`src/rtl/sbox_nibble_sequencer.sv`:
```
// Nibble-serial S-box driver: takes a full state, walks it through one
// shared 4-bit S-box LSB nibble first, and hands back the substituted state.
module sbox_nibble_sequencer #(
  parameter int NIBBLES = 16
) (
  input  logic                   clk,
  input  logic                   rst,
  input  logic                   in_valid,
  output logic                   in_ready,
  input  logic [4*NIBBLES-1:0]   in_state,
  output logic [3:0]             sbox_in,
  input  logic [3:0]             sbox_out,
  output logic                   out_valid,
  input  logic                   out_ready,
  output logic [4*NIBBLES-1:0]   out_state,
  output logic                   busy
);

  localparam int W  = 4 * NIBBLES;
  localparam int CW = $clog2(NIBBLES);

  localparam logic [1:0] IDLE = 2'd0;
  localparam logic [1:0] RUN  = 2'd1;
  localparam logic [1:0] DONE = 2'd2;

  logic [1:0]    state;
  logic [W-1:0]  src;
  logic [W-1:0]  res;
  logic [CW-1:0] cnt;

  logic last;
  assign last = (cnt == CW'(NIBBLES - 1));

  always_ff @(posedge clk or posedge rst) begin
    if (rst) begin
      state <= IDLE;
      src   <= '0;
      res   <= '0;
      cnt   <= '0;
    end else begin
      unique case (state)
        IDLE: begin
          if (in_valid) begin
            src   <= in_state;
            cnt   <= '0;
            state <= RUN;
          end
        end
        RUN: begin
          // results enter at the top so nibble 0 ends up at the LSB
          res <= {sbox_out, res[W-1:4]};
          src <= src >> 4;
          if (last) state <= DONE;
          else      cnt   <= cnt + 1'b1;
        end
        DONE: begin
          if (out_ready) state <= IDLE;
        end
        default: state <= IDLE;
      endcase
    end
  end

  assign in_ready  = (state == IDLE);
  assign out_valid = (state == DONE);
  assign busy      = (state != IDLE);
  assign sbox_in   = (state == RUN) ? src[3:0] : 4'h0;
  assign out_state = res;

endmodule
```
`config.mk`:
```
export PLATFORM = sky130hd
export DESIGN_NAME = sbox_nibble_sequencer
export DESIGN_NICKNAME = d
export VERILOG_FILES = /design/src/rtl/sbox_nibble_sequencer.sv
export SDC_FILE = /design/constraint.sdc
export NUM_CORES = 1
export LEC_CHECK = 0
export ABC_AREA = 1
export BUFFER_PORTS_ARGS = -buffer_cell sky130_fd_sc_hd__buf_2
export CAP_MARGIN = 10
export CORE_UTILIZATION = 53
export CTS_CLUSTER_DIAMETER = 40
export CTS_CLUSTER_SIZE = 24
export DETAILED_ROUTE_END_ITERATION = 10
export PLACE_DENSITY = 0.86
export SLEW_MARGIN = 10
export SYNTH_ARGS = -nofsm -noshare
export SYNTH_HDL_FRONTEND = slang
export SYNTH_SLANG_ARGS = --single-unit
```
`constraint.sdc`:
```
create_clock -name clk -period 4.9 [get_ports clk]
set_input_delay 0.98 -clock clk [delete_from_list [all_inputs] [get_ports clk]]
set_output_delay 0.98 -clock clk [all_outputs]
set_load 0.02 [all_outputs]
```
-- Word level (Yosys, flattened, before mapping)
Cells that the tools add are included.
- flip-flop bits (word level): 134
- bits of input ports: 72
- output and inout port bits: 71
- logic and storage cells: 28
- $add $sub $neg: 1
- eq/ne operators: 7
- multiplexer cells: 10
- reduce and logical (&&, ||, !) cells: 6
- operators with widths (kind ; number):
    64-bit case mux with 2 select lines ; 1
    64-bit 2-to-1 mux ; 1
    4-bit 2-to-1 mux ; 3
    4-bit case mux with 2 select lines ; 1
    2-bit 2-to-1 mux ; 3
    2-bit inequality test, second input constant ; 3
    2-bit case mux with 3 select lines ; 1
    3-bit AND reduction ; 2
    4-bit by 1-bit adder with 4-bit output, second input constant ; 1
    4-bit == test, second input constant ; 1
    2-bit nonzero test ; 2
    2-bit by 1-bit == test with 1-bit output, second input constant ; 1
    2-bit == test, second input constant ; 1
    2-bit zero test ; 1
    2-bit by 1-bit inequality test with 1-bit output, second input constant ; 1
    2-bit AND reduction ; 1

-- Longest topological paths before layout
- depth in word-level cells: 3
- depth in mapped cells: 8
- gate-level depth less buffers: 6

-- Least setup slack after synthesis
OpenSTA, ideal clock, no wires.
- kind: register to output
- start: register state[1]
- end: output port sbox_in[0]
- data arrival time: 1141 ps
- data required time: 3920 ps
- path slack: 2779 ps
- stages on the path, launching flop included: 6
- buffers on the path: 2
- path through: dfrtp_1 -> inv_2 -> nand2_1 -> buf_4 -> buf_2 -> nor2_1
- longest elaborated chain between the ends: 2
- RTL lines (element ; RTL line ; text):
    start: declaration ; 26 ; logic [1:0] state;
    start signal: assignment ; 36 ; state <= IDLE;
    start signal: assignment ; 46 ; state <= RUN;
    start signal: assignment ; 53 ; if (last) state <= DONE;
    2-bit by 1-bit == test with 1-bit output ; 67 ; assign sbox_in = (state == RUN) ? src[3:0] : 4'h0;
    4-bit 2-to-1 mux ; 67 ;
    end: declaration ; 11 ; output logic [3:0] sbox_in,
No other way between the ends.

-- Worst setup path after layout
- start: register state[1]
- end: output port sbox_in[3]
The elaborated chain is that of the path after synthesis.

==> impl_metrics.py <==
metrics = {
    "grt": {
        "grt_max_degree": 105,
        "overflow": 0,
        "grt_antenna_before_repair": 1,
        "track_usage": 0.236,
        "grt_pass1_vias": 4720,
        "grt_first_pass_wirelength_microns": 21500,
    },
    "critical_path": {
        "cp.arrival_ps": 1740,
        "critPathMaxStageDelay_ps": 430,
        "path_depth": 4,
        "path_buf_inv": 2,
        "critPathLaunch": "state[1]",
        "reg2regPathDepth": 7,
        "cp-endpoint": "sbox_in[3]",
        "rrSetupSlack_ps": 2810,
        "reg2reg_to": "src[35]",
        "end_kind": "output pin",
        "startpoint_type": "flop",
        "worstReg2RegStart": "state[1]",
        "worstPathMaxFanout": 52,
        "crit_chain": "inv_2 -> nand2_4 -> nor2_1 -> buf_2",
        "critPathTopFamily": "simple AND/OR/NAND/NOR gates",
        "critPathRequiredTime_ps": 3920,
        "cp_slowest_cell": "dfrtp_1",
        "path_class": "flop to output pin",
    },
    "detailed_routing": {
        "drc": 0,
        "via_per_inst": 4.92,
        "ant_nets": 0,
        "drt_iter0_drc": 303,
        "wire_per_inst_microns": 12.0,
        "dr_total_vias": 5201,
        "first_pass_iters": 5,
        "wl_microns": 12600,
    },
    "outcome": {
        "outcome": "finished clean",
    },
    "clock_network": {
        "hold_buffers": 0,
        "post_cts_resized": 0,
        "h-tree-depth": 4,
        "clock_latency_ps": 510,
        "cts.reportedPaths.clkPinSlew_ps": 60,
        "clock_path_buffers": 2,
        "numCtsBuffers": 17,
        "cts_num_sinks": 134,
        "post-cts-setup-buffers": 0,
        "cts-root-buf": "clkbuf_8",
        "cts_tree": "yes",
    },
    "synthesis": {
        "syn-num-nets": 853,
        "synth_cell_types": 15,
        "ys_seq_area_frac": 0.568,
        "synth.cell_area_sq_um": 5900,
        "yosysWarnings": 0,
        "synth-seq-cells": 134,
        "syn_inst": 780,
        "syn_area_per_cell_sq_um": 7.57,
    },
    "layout": {
        "final_cell_mix": "nand2_1, buf_2, dfrtp_1, clkbuf_16, inv_1",
        "drive_above_1_share": 0.200,
        "num-nets-final": 979,
        "syn_to_final_growth_pct": 22.3,
        "diodes": 0,
        "final_cell_count_no_fill": 1057,
        "final_common_cell": "nand2_1",
        "fillers": 936,
    },
    "sta": {
        "slew_violations": 0,
        "fin_crit_sh": 0.554,
        "worst_slew_margin_rel": 0.336,
        "hold_violations": 0,
        "worstMarginPinSlew_ps": 997,
        "finClkSkew_ps": 9.16,
        "period_needed_ps": 2720,
        "setup_viol": 0,
        "rsz0062_at_grt": "false",
        "max_freq_ghz": 0.368,
        "final.setup.tns_ps": 0,
    },
    "power": {
        "p_per_area_nw_per_um2": 747,
        "peakVddDrop_uv": 469,
        "leakage_nw": 4.33,
    },
    "floorplanning": {
        "core_area_sq_um": 10800,
        "io_pins": 143,
        "start_util": 0.545,
        "die_h_microns": 108,
        "die_area_sq_um": 11600,
        "num_rows": 38,
        "die-width_microns": 108,
    },
    "worst_hold_path": {
        "hold_path.class": "flop to flop",
    },
    "placed_design": {
        "dp_cells": 1027,
        "io_buffers": 142,
        "hpwlAfterDp_microns": 7780,
        "gp_congestion": 0.770,
    },
    "job": {
        "drv_cap": 0,
    },
}
==> tightest hold or removal path, cell delays in order (launching register included) <==
cell and delay, ps:
dfrtp_1 330, nand2_1 50, nand2_1 60
==> cells by family after synthesis <==
| kind of cell | Yosys count | synth area share |
|---|---|---|
| simple gates | 578 | 0.372 |
| compound gates | 10 | 0.00869 |
| fa+ha+maj | 1 | 0.00212 |
| buf+inv | 57 | 0.0494 |
| flops | 134 | 0.568 |
==> flip-flops by register name, indices dropped and copies added (netlist names) <==
register   cells
out_state     64
cnt            4
state          2
src           64
==> worst min-delay path by stage <==
stage / endpoint / slack, ps / depth (start not counted) / from
finish: out_state[3] / 470 / 2 / out_state[3]
global route: src[63] / 490 / 2 / src[63]
CTS: src[62] / 470 / 2 / src[62]
detailed placement: src[62] / 460 / 2 / src[62]
global placement: src[62] / 450 / 2 / src[62]
floorplan: src[60] / 440 / 2 / src[60]
==> area by class of cell <==
class	count	area [sq um]	area share
Sequential cell	134	3350	0.464
Multi-Input combinational cell	589	2280	0.316
Timing Repair Buffer	147	748	0.104
Clock buffer	18	418	0.0579
Clock inverter	12	179	0.0248
Tap cell	140	175	0.0243
Inverter	17	68.8	0.00953
==> synthesized netlist by cell type <==
master,count,share of area
nand4_1,1,0.0011
inv_1,15,0.0095
buf_4,14,0.018
nand2_1,559,0.36
inv_2,2,0.0013
or2_2,1,0.0011
nand3_1,11,0.0093
nor2_1,5,0.0032
o22ai_1,1,0.0011
ha_1,1,0.0021
nor2_4,1,0.0019
dfrtp_1,134,0.57
buf_2,20,0.017
o21ai_0,9,0.0076
clkbuf_1,6,0.0038
==> power breakdown <==
group	internal, W	switching (W)	total, W
sequential	0.00161	0.000320	0.00193
clock	0.000821	0.000464	0.00128
combinational	0.000672	0.00150	0.00218
==> routing by layer <==
metal / share of wire / track usage
met5: 0.0014 / 0
met4: 0.0091 / 0.0685
met3: 0.052 / 0.0563
met2: 0.47 / 0.376
met1: 0.47 / 0.324
==> through the flow <==
step / worst slack, ps / cell area, sq um / utilization / hold slack, ps / total power, W
2_1_floorplan: 337 / 5900 / - / 442 / 0.00357
3_3_place_gp: 2610 / 6620 / 0.611 / 454 / 0.00404
3_5_place_dp: 2590 / 6620 / 0.611 / 459 / 0.00413
4_1_cts: 2150 / 7220 / 0.666 / 474 / 0.00545
5_1_grt: 2040 / 7220 / 0.666 / 494 / 0.00585
6_report: 2180 / 7220 / 0.666 / 473 / 0.00539
No activity file was read; power rests on OpenSTA's default activity.
